[src/rtl/ibex_pkg.sv]
// ibex_pkg: shared types and constants for the instruction fetch request path
package ibex_pkg;

    localparam int unsigned FETCH_WORD_BYTES = 4;

    typedef struct packed {
        logic valid;
        logic discard;
    } fetch_slot_t;

    typedef enum logic {
        REQ_IDLE,
        REQ_PEND
    } req_state_e;

    function automatic logic [31:0] word_align(logic [31:0] a);
        return a & ~32'(FETCH_WORD_BYTES - 1);
    endfunction

endpackage

[src/rtl/ibex_fetch_req_ctrl_if.sv]
// ibex_fetch_req_ctrl_if: instr bus and fetch FIFO signals of the fetch request controller
interface ibex_fetch_req_ctrl_if;

    logic        instr_req_o;
    logic        instr_gnt_i;
    logic [31:0] instr_addr_o;
    logic        instr_rvalid_i;
    logic [31:0] instr_rdata_i;
    logic        instr_err_i;
    logic        fifo_clear_o;
    logic        fifo_valid_o;
    logic        fifo_ready_i;
    logic [31:0] fifo_addr_o;
    logic [31:0] fifo_rdata_o;
    logic        fifo_err_o;

    modport master (
        output instr_req_o, instr_addr_o, fifo_clear_o, fifo_valid_o, fifo_addr_o, fifo_rdata_o, fifo_err_o,
        input  instr_gnt_i, instr_rvalid_i, instr_rdata_i, instr_err_i, fifo_ready_i
    );

    modport slave (
        input  instr_req_o, instr_addr_o, fifo_clear_o, fifo_valid_o, fifo_addr_o, fifo_rdata_o, fifo_err_o,
        output instr_gnt_i, instr_rvalid_i, instr_rdata_i, instr_err_i, fifo_ready_i
    );

endinterface

[src/rtl/ibex_fetch_outstanding_q.sv]
// ibex_fetch_outstanding_q: in-order queue of outstanding fetch slots, head at index 0
module ibex_fetch_outstanding_q import ibex_pkg::*; #(
    parameter int NUM_REQS = 2
) (
    input  logic                            clk_i,
    input  logic                            rst_ni,
    input  logic                            push_i,
    input  logic                            push_discard_i,
    input  logic                            pop_i,
    input  logic                            discard_all_i,
    output fetch_slot_t                     head_o,
    output logic [$clog2(NUM_REQS+1)-1:0]   count_o
);

    localparam int CW = $clog2(NUM_REQS + 1);

    fetch_slot_t [NUM_REQS-1:0] slots_q, slots_d;
    logic [CW-1:0] tail;
    logic pop;

    assign pop    = pop_i & slots_q[0].valid;
    assign head_o = slots_q[0];
    assign tail   = count_o - CW'(pop);

    always_comb begin
        count_o = '0;
        for (int i = 0; i < NUM_REQS; i++) count_o = count_o + CW'(slots_q[i].valid);
    end

    // pop shifts towards the head, then the mark-all applies, then the push lands behind the survivors
    always_comb begin
        slots_d = slots_q;
        for (int i = 0; i < NUM_REQS; i++) begin
            if (pop) slots_d[i] = (i + 1 < NUM_REQS) ? slots_q[(i + 1) % NUM_REQS] : '0;
            if (discard_all_i && slots_d[i].valid) slots_d[i].discard = 1'b1;
            if (push_i && CW'(i) == tail) slots_d[i] = '{valid: 1'b1, discard: push_discard_i};
        end
    end

    always_ff @(posedge clk_i or negedge rst_ni) begin
        if (!rst_ni) slots_q <= '0;
        else slots_q <= slots_d;
    end

    a_no_pop_empty: assert property (@(posedge clk_i) disable iff (!rst_ni) pop_i |-> slots_q[0].valid);
    a_no_push_full: assert property (@(posedge clk_i) disable iff (!rst_ni)
        push_i && !pop_i |-> count_o < CW'(NUM_REQS));

endmodule

[src/rtl/ibex_fetch_req_ctrl.sv]
// ibex_fetch_req_ctrl: issues word-aligned instr bus requests, tracks them and feeds the fetch FIFO
module ibex_fetch_req_ctrl import ibex_pkg::*; #(
    parameter int NUM_REQS = 2
) (
    input  logic                    clk_i,
    input  logic                    rst_ni,
    input  logic                    req_i,
    input  logic                    branch_i,
    input  logic [31:0]             branch_addr_i,
    output logic                    busy_o,
    ibex_fetch_req_ctrl_if.master   bus
);

    localparam int CW = $clog2(NUM_REQS + 1);

    req_state_e state_q, state_d;
    logic [31:0] fetch_addr_q, fetch_addr_d, branch_addr_q, branch_addr_d;
    logic branch_pend_q, branch_pend_d;
    logic gnt;
    fetch_slot_t head;
    logic [CW-1:0] count;

    // a branch with nothing pending suppresses the request so the old address is never issued
    assign bus.instr_req_o  = state_q == REQ_PEND ||
                              (req_i && bus.fifo_ready_i && count < CW'(NUM_REQS) && !branch_i);
    assign gnt              = bus.instr_req_o & bus.instr_gnt_i;
    assign bus.instr_addr_o = fetch_addr_q;
    assign bus.fifo_clear_o = branch_i;
    assign bus.fifo_addr_o  = branch_addr_i;
    assign bus.fifo_rdata_o = bus.instr_rdata_i;
    assign bus.fifo_err_o   = bus.instr_err_i;
    assign bus.fifo_valid_o = bus.instr_rvalid_i & head.valid & ~head.discard & ~branch_i;
    assign busy_o           = head.valid | bus.instr_req_o;

    always_comb begin
        state_d       = state_q;
        fetch_addr_d  = fetch_addr_q;
        branch_addr_d = branch_addr_q;
        branch_pend_d = branch_pend_q;
        if (gnt) begin
            state_d       = REQ_IDLE;
            branch_pend_d = 1'b0;
            fetch_addr_d  = branch_i ? word_align(branch_addr_i) :
                            branch_pend_q ? branch_addr_q : fetch_addr_q + 32'(FETCH_WORD_BYTES);
        end else if (bus.instr_req_o) begin
            state_d       = REQ_PEND;
            branch_pend_d = branch_pend_q | branch_i;
            branch_addr_d = branch_i ? word_align(branch_addr_i) : branch_addr_q;
        end else if (branch_i) begin
            fetch_addr_d  = word_align(branch_addr_i);
        end
    end

    always_ff @(posedge clk_i or negedge rst_ni) begin
        if (!rst_ni) begin
            state_q       <= REQ_IDLE;
            fetch_addr_q  <= '0;
            branch_addr_q <= '0;
            branch_pend_q <= 1'b0;
        end else begin
            state_q       <= state_d;
            fetch_addr_q  <= fetch_addr_d;
            branch_addr_q <= branch_addr_d;
            branch_pend_q <= branch_pend_d;
        end
    end

    ibex_fetch_outstanding_q #(.NUM_REQS(NUM_REQS)) u_outstanding (
        .clk_i          (clk_i),
        .rst_ni         (rst_ni),
        .push_i         (gnt),
        .push_discard_i (branch_i | branch_pend_q),
        .pop_i          (bus.instr_rvalid_i),
        .discard_all_i  (branch_i),
        .head_o         (head),
        .count_o        (count)
    );

    a_obi_hold: assert property (@(posedge clk_i) disable iff (!rst_ni)
        bus.instr_req_o && !bus.instr_gnt_i |=> bus.instr_req_o && $stable(bus.instr_addr_o));

endmodule

[src/flat_wrapper.sv]
// flat-port wrapper written by rule: the top's interface ports become plain ports
module ibex_fetch_req_ctrl_flat import ibex_pkg::*;
#(
    parameter int NUM_REQS = 2
)
  (clk_i, rst_ni, req_i, branch_i, branch_addr_i, busy_o, bus_instr_req_o, bus_instr_addr_o, bus_fifo_clear_o, bus_fifo_valid_o, bus_fifo_addr_o, bus_fifo_rdata_o, bus_fifo_err_o, bus_instr_gnt_i, bus_instr_rvalid_i, bus_instr_rdata_i, bus_instr_err_i, bus_fifo_ready_i);
  ibex_fetch_req_ctrl_if bus_i ();
  input  logic clk_i;
  input  logic rst_ni;
  input  logic req_i;
  input  logic branch_i;
  input  logic [31:0] branch_addr_i;
  output logic busy_o;
  output wire logic [$bits(bus_i.instr_req_o)-1:0] bus_instr_req_o;
  output wire logic [$bits(bus_i.instr_addr_o)-1:0] bus_instr_addr_o;
  output wire logic [$bits(bus_i.fifo_clear_o)-1:0] bus_fifo_clear_o;
  output wire logic [$bits(bus_i.fifo_valid_o)-1:0] bus_fifo_valid_o;
  output wire logic [$bits(bus_i.fifo_addr_o)-1:0] bus_fifo_addr_o;
  output wire logic [$bits(bus_i.fifo_rdata_o)-1:0] bus_fifo_rdata_o;
  output wire logic [$bits(bus_i.fifo_err_o)-1:0] bus_fifo_err_o;
  input wire logic [$bits(bus_i.instr_gnt_i)-1:0] bus_instr_gnt_i;
  input wire logic [$bits(bus_i.instr_rvalid_i)-1:0] bus_instr_rvalid_i;
  input wire logic [$bits(bus_i.instr_rdata_i)-1:0] bus_instr_rdata_i;
  input wire logic [$bits(bus_i.instr_err_i)-1:0] bus_instr_err_i;
  input wire logic [$bits(bus_i.fifo_ready_i)-1:0] bus_fifo_ready_i;
  assign bus_instr_req_o = bus_i.instr_req_o;
  assign bus_instr_addr_o = bus_i.instr_addr_o;
  assign bus_fifo_clear_o = bus_i.fifo_clear_o;
  assign bus_fifo_valid_o = bus_i.fifo_valid_o;
  assign bus_fifo_addr_o = bus_i.fifo_addr_o;
  assign bus_fifo_rdata_o = bus_i.fifo_rdata_o;
  assign bus_fifo_err_o = bus_i.fifo_err_o;
  assign bus_i.instr_gnt_i = bus_instr_gnt_i;
  assign bus_i.instr_rvalid_i = bus_instr_rvalid_i;
  assign bus_i.instr_rdata_i = bus_instr_rdata_i;
  assign bus_i.instr_err_i = bus_instr_err_i;
  assign bus_i.fifo_ready_i = bus_fifo_ready_i;
  ibex_fetch_req_ctrl #(.NUM_REQS(NUM_REQS)) u_core (.clk_i(clk_i), .rst_ni(rst_ni), .req_i(req_i), .branch_i(branch_i), .branch_addr_i(branch_addr_i), .busy_o(busy_o), .bus(bus_i));
endmodule
[config.mk]
export PLATFORM = sky130hd
export DESIGN_NAME = ibex_fetch_req_ctrl_flat
export DESIGN_NICKNAME = d
export VERILOG_FILES = /design/src/rtl/ibex_pkg.sv /design/src/rtl/ibex_fetch_req_ctrl_if.sv /design/src/rtl/ibex_fetch_outstanding_q.sv /design/src/rtl/ibex_fetch_req_ctrl.sv /design/src/flat_wrapper.sv
export SDC_FILE = /design/constraint.sdc
export NUM_CORES = 1
export LEC_CHECK = 0
export CORE_AREA = 2 2 119 98
export CTS_CLUSTER_DIAMETER = 200
export DETAILED_ROUTE_END_ITERATION = 7
export DIE_AREA = 0 0 121 100
export PLACE_DENSITY = 0.77
export SYNTH_ARGS = -nofsm -noshare
export SYNTH_HDL_FRONTEND = slang
export SYNTH_SLANG_ARGS = --single-unit
export TNS_END_PERCENT = 50
[constraint.sdc]
create_clock -name clk_i -period 1.85 [get_ports clk_i]
set_input_delay 0.37 -clock clk_i [delete_from_list [all_inputs] [get_ports clk_i]]
set_output_delay 0.37 -clock clk_i [all_outputs]
set_load 0.005 [all_outputs]
Yosys cells after proc, flatten, opt, wreduce, memory -nomap -nowiden:

Cells that the tools add are included.

* add/sub/neg operators: 3
* multipliers: 0
* divide/modulo/power cells: 0
* magnitude comparators: 1
* equality and inequality tests: 2
* shifts and indexed selects: 0
* mux-type cells: 15
* bitwise gates (word level): 9
* reductions and logical operators: 16

Operators with widths (count)
* $mux W32: 5
* $add A32 B3 Y32 const B: 1
* $mux W2: 4
* $logic_and A1 B1 Y1: 7
* $mux W1: 6
* $reduce_bool A3 Y1: 2
* $and A1 B1 Y1: 4
* $reduce_bool A2 Y1: 2
* $not A1 Y1: 3
* $reduce_and A3 Y1: 1
* $add A1 B1 Y2: 1
* $eq A1 B2 Y1 const A: 1
* $logic_not A2 Y1: 1
* $lt A2 B2 Y1 const B: 1
* $ne A2 B2 Y1 const B: 1
* $or A1 B1 Y1: 2
* $reduce_and A2 Y1: 1
* $sub A2 B1 Y2: 1
* $logic_not A1 Y1: 1
* $logic_or A1 B1 Y1: 1

* bits in registers: 68
* latch bits: 0
* RAM bits: 0
* memory bits (read-only): 0
* input bits: 72
* output and inout port bits: 101
* word-level logic and storage cells: 54
* memories: 0

Longest topological paths before layout:

* word-level depth: 8
* gate-level depth with buffers: 8

By module:

Synthesis repeated with hierarchy kept, for this count alone.

* cell total of the unflattened synthesis: 454
* area, all modules: 4305.4 um^2

By module, submodules not included
* ibex_fetch_req_ctrl: instances 1, cells each 425, area each 4030.1 um^2, seq. area each 1551.5 um^2
* ibex_fetch_outstanding_q: instances 1, cells each 29, area each 275.3 um^2, seq. area each 100.1 um^2

Worst setup path before layout:

No wires, ideal clock.

* path type: flip-flop to flip-flop
* start: register u_core.u_outstanding.slots_q[3] (netlist name)
* end: register u_core.u_outstanding.slots_q[2] (netlist name)
* arrival: 1786 ps
* setup slack: -60 ps
* cell stages (with the launch flop): 7
* path buffers: 0
* clock period less this slack: 1910 ps
* cell sequence: dfrtp_1 ha_1 and4bb_1 o21ai_0 or3_1 and3_1 a211o_1

* cells in the longest elaborated chain, start to end: 8
* elaborated cells on any way between the ends: 14
* those cells by class: add/sub: 2; order compare: 1; eq/ne: 1; mux: 3; bitwise: 1; reduce/logical: 6

RTL lines
* from (decl): line ibex_fetch_outstanding_q.sv:17 `fetch_slot_t [NUM_REQS-1:0] slots_q, slots_d;`
* from (signal assigned): line ibex_fetch_outstanding_q.sv:42 `else slots_q <= slots_d;`
* $add A1 B1 Y2: line ibex_fetch_outstanding_q.sv:27 `for (int i = 0; i < NUM_REQS; i++) count_o = count_o + CW'(slots_q[i].valid);`
* $lt A2 B2 Y1: line ibex_fetch_req_ctrl.sv:25 `(req_i && bus.fifo_ready_i && count < CW'(NUM_REQS) && !branch_i);`
* $logic_and A1 B1 Y1 (2 in a row): line ibex_fetch_req_ctrl.sv:25
* $logic_or A1 B1 Y1: line ibex_fetch_req_ctrl.sv:24 `assign bus.instr_req_o = state_q == REQ_PEND ||`
* $and A1 B1 Y1: line ibex_fetch_req_ctrl.sv:26 `assign gnt = bus.instr_req_o & bus.instr_gnt_i;`
* $logic_and A1 B1 Y1: line ibex_fetch_outstanding_q.sv:36 `if (push_i && CW'(i) == tail) slots_d[i] = '{valid: 1'b1, discard: push_discard_i};`
* $reduce_bool A3 Y1 (no source line) / $mux W2 (equally long branches)

Several ways; a longest one is shown, not always the timed one. The select of a mux whose other input is x is not followed.
A chain may end at the register's enable or synchronous reset.

Final worst setup path:

* start: register u_core.u_outstanding.slots_q[3] (netlist name)
* end: output busy_o

* cells in the longest elaborated chain, start to end: 6

RTL lines
* $add A1 B1 Y2: line ibex_fetch_outstanding_q.sv:27
* $lt A2 B2 Y1: line ibex_fetch_req_ctrl.sv:25
* $logic_and A1 B1 Y1 (2 in a row): line ibex_fetch_req_ctrl.sv:25
* $logic_or A1 B1 Y1: line ibex_fetch_req_ctrl.sv:24
* $or A1 B1 Y1: line ibex_fetch_req_ctrl.sv:33 `assign busy_o = head.valid | bus.instr_req_o;`
* to (decl): line flat_wrapper.sv:13 `output logic busy_o;`

Every way passes these cells.

==> summary.txt <==
STA
  • Fin crit period: 1.87 ns
  • RSZ-0062 raised after global routing: yes
  • Final Hold Viols: 0
  • Setup ws final: -0.0186 ns
  • Final Skew: 0.0113 ns
  • Worst Max-Slew Pin Slew: 0.671 ns
  • Headroom to the max-slew limit: 0.552
  • Max Freq: 535 MHz
  • Max Slew Vio Count: 0
  • Final setup viols: 3
  • Period utilization: 1.01

Clock network
  • CTS tree: done
  • Clock sink count: 66
  • CTS max path bufs: 2
  • Number of buffers created by CTS: 9
  • Hold buffers post-CTS: 0
  • # H-tree levels: 3
  • Clk root buf: clkbuf_16
  • Skew-Pair Late Insertion Delay: 0.33 ns
  • Clock slew at reported path FFs: 0.06 ns

Placement
  • RD Place Congestion: 0.894
  • Placement Cell Area: 0.00545 mm^2
  • DP Wirelength: 8970 um
  • Dpl ws: -0.333 ns
  • PortBufs: 100

Run status
  • Status: finished with violations
  • Failing checks: negative setup slack

Pwr
  • Flop pwr share: 0.356
  • Total power: 6.07 mW
  • Sw power: 1.88 mW
  • Leakage: 2.61 nW
  • Internal: 4.18 mW
  • Switching Fraction: 0.310
  • Comb pwr share: 0.345
  • Clock share of power: 0.300
  • PwrDens: 1020 mW/mm^2
  • IR drop worst, VDD: 0.473 mV

Die
  • Die area: 0.0121 mm^2
  • Core outline area: 0.0111 mm^2
  • Die Wd: 121 um
  • Die outline height: 100 um
  • Initial core utilization: 0.385
  • Row cnt: 35
  • Io pins: 173

Critical path
  • CP arrival: 1.50 ns
  • Worst Path Max Fanout: 3
  • Worst R2R Start: u_core.bus.instr_addr_o[11]
  • CP Launch Type: flop
  • CP required: 1.48 ns
  • Critical path cell sequence: ha_4, and4bb_1, or3_1, clkbuf_2
  • Worst path max stage delay: 0.39 ns
  • Slowest cell on the critical path: dfrtp_1
  • Critical R2R Capture: u_core.bus.instr_addr_o[20]
  • Worst path bufs/invs: 1
  • Worst-case reg-to-reg path depth: 5
  • Endpoint type of the worst setup path: output pin
  • Crit Path Class: reg2out
  • Critical path's top delay family: simple AND/OR/NAND/NOR gates
  • Worst reg-to-reg setup slack: 0 ns
  • Worst setup path startpoint: u_core.u_outstanding.slots_q[3]

Global routing
  • Pin count of the biggest net entering global routing: 67
  • Vias in the first global route: 3965
  • Total GRT Usage: 0.204
  • Initial antenna violation count: 0
  • First-pass GRT wire length: 19500 um
  • Congestion Overflow GR: 0

Yosys
  • Area of the mapped netlist: 0.00426 mm^2
  • Largest cells by area after synthesis: dfrtp_1 39%, buf_4 12%, mux2_2 8.5%
  • Unique masters post-synth: 58
  • Synth area leader: dfrtp_1
  • Synthesis Warnings: 0
  • Yosys top cell area share: 0.388
  • Synth Flop Type: dfrtp_1
  • Avg Synthesized Cell Area: 9.41 um^2
  • Most common cell in the synthesized netlist: buf_4
  • Async S/R FF share, synth: 1.00
  • Gate Count Post-Synth: 453
  • Post-synthesis sequential area ratio: 0.388
  • Top post-synthesis cells by count: 68 x buf_4, 66 x dfrtp_1, 32 x mux2_2
  • Post-synth EDFFs: 0
  • FF+latch count, synth: 66

Routing
  • DRC viols: 0
  • Antenna viol nets, final: 0
  • 1st-iter DRT viols: 315
  • Final WL: 12800 um
  • DRT Pass-1 Iters: 5
  • Vias per cell: 5.56
  • Wire per inst: 18.2 um
  • Vias: 3906

Finish
  • Fin nets: 625
  • Area delta synth->final: 39.3%
  • Share of cells above drive strength 1: 0.294
  • Ant. Diodes: 0
  • Fin area: 0.00593 mm^2

Worst hold path
  • Hold Crit Class: in2async

Run
  • Max-cap violations: 0
## final cells by class
cell class | instances | area, um^2
clock buffer | 11 | 233
clock inverter | 5 | 78.8
fill | 969 | 5140
inverter | 8 | 30.0
multi-input combinational | 288 | 2100
sequential | 66 | 1660
tap | 148 | 185
timing repair buffer | 177 | 1650
## placed cells by master (no fill, tap or decap), drive strengths merged, types with 3 or more instances in the layout
master	count
mux2	32
nor3	9
nand3	19
a21oi	27
dfrtp	66
ha	3
clkbuf	12
clkinv	3
a221o	3
inv	8
mux2i	6
clkdlybuf4s50	93
xnor2	4
xor2	15
o211ai	6
nand4	9
nor2	24
buf	79
o21ai	28
and3	18
nor4	3
a221oi	5
nand2b	4
nand2	27
a31o	3
o22ai	8
nand3b	3
## worst max path at each step
stage / end / slack [ns] / depth (start not counted)
4_1_cts: busy_o / -0.10 / 4
5_1_grt: busy_o / -0.08 / 4
3_5_place_dp: busy_o / -0.33 / 4
6_report: busy_o / -0.02 / 4
3_3_place_gp: busy_o / -0.33 / 4
2_1_floorplan: u_core.u_outstanding.slots_q[2] / -0.008 / 7
## power groups by stage
stage / Combinational, mW / Clock (mW) / Sequential (mW)
floorplan: 1.09 / 0 / 2.12
global placement: 1.92 / 0 / 2.13
detailed placement: 2.00 / 0 / 2.16
CTS: 2.02 / 1.83 / 2.13
global route: 2.27 / 1.89 / 2.20
finish: 2.09 / 1.82 / 2.16
## what timing repair did
item	CTS	global route
pin swaps	3	6
buffers inserted	1	5
resized for setup	15	32
setup endpoints to repair	5	24
## flip-flops by register name (all words and copies together) (netlist names)
signal	count
u_core.branch_addr_q	30
u_core.bus.instr_addr_o	30
u_core.u_outstanding.head_o	2
u_core.u_outstanding.slots_q	2
u_core.branch_pend_q	1
u_core.state_q	1
## through the flow
| stage | cells | hold WS (ns) | TNS [ns] | utilization |
|---|---|---|---|---|
| after floorplan | 454 | 0.0744 | -0.00785 | - |
| after global placement | 681 | 0.420 | -9.97 | 0.492 |
| after detailed placement | 681 | 0.420 | -11.67 | 0.492 |
| after CTS | 698 | 0.0730 | -0.220 | 0.523 |
| after global routing | 703 | 0.0874 | -0.447 | 0.536 |
| final | 703 | 0.0489 | -0.0314 | 0.536 |
## metal layers
metal / part of all wire / wire (um) / global-route usage / vias up
met2: 0.50 / 6340 / 0.348 / 173
met1: 0.41 / 5230 / 0.252 / 1928
met5: 0 / 0 / 0 / -
li1: - / - / - / 1768
met4: 0.027 / 343 / 0.0877 / 0
met3: 0.068 / 862 / 0.0409 / 37
## worst reg2reg max path, cell delays in order (launching register included)
cell,delay (ns)
dfrtp_1,0.42
nand4_4,0.14
or4_4,0.60
o41ai_4,0.35
o22ai_1,0.11
o21ai_1,0.15
## logic make-up (layout without fill, tap and decap cells)
| kind of cell | after synthesis | count (layout) | share of synthesized area |
|---|---|---|---|
| AO/OA/AOI/OAI | 97 | 97 | 0.147 |
| adder cells (fa/ha/maj) | 3 | 3 | 0.00881 |
| other | 1 | 2 | 0.000880 |
| XOR/XNOR | 19 | 19 | 0.0390 |
| multiplexers | 38 | 38 | 0.0987 |
| buffers and inverters | 100 | 201 | 0.149 |
| flip-flops | 66 | 66 | 0.388 |
| AND/OR/NAND/NOR | 129 | 129 | 0.170 |
Note: power is estimated with default switching activity, not from simulation.
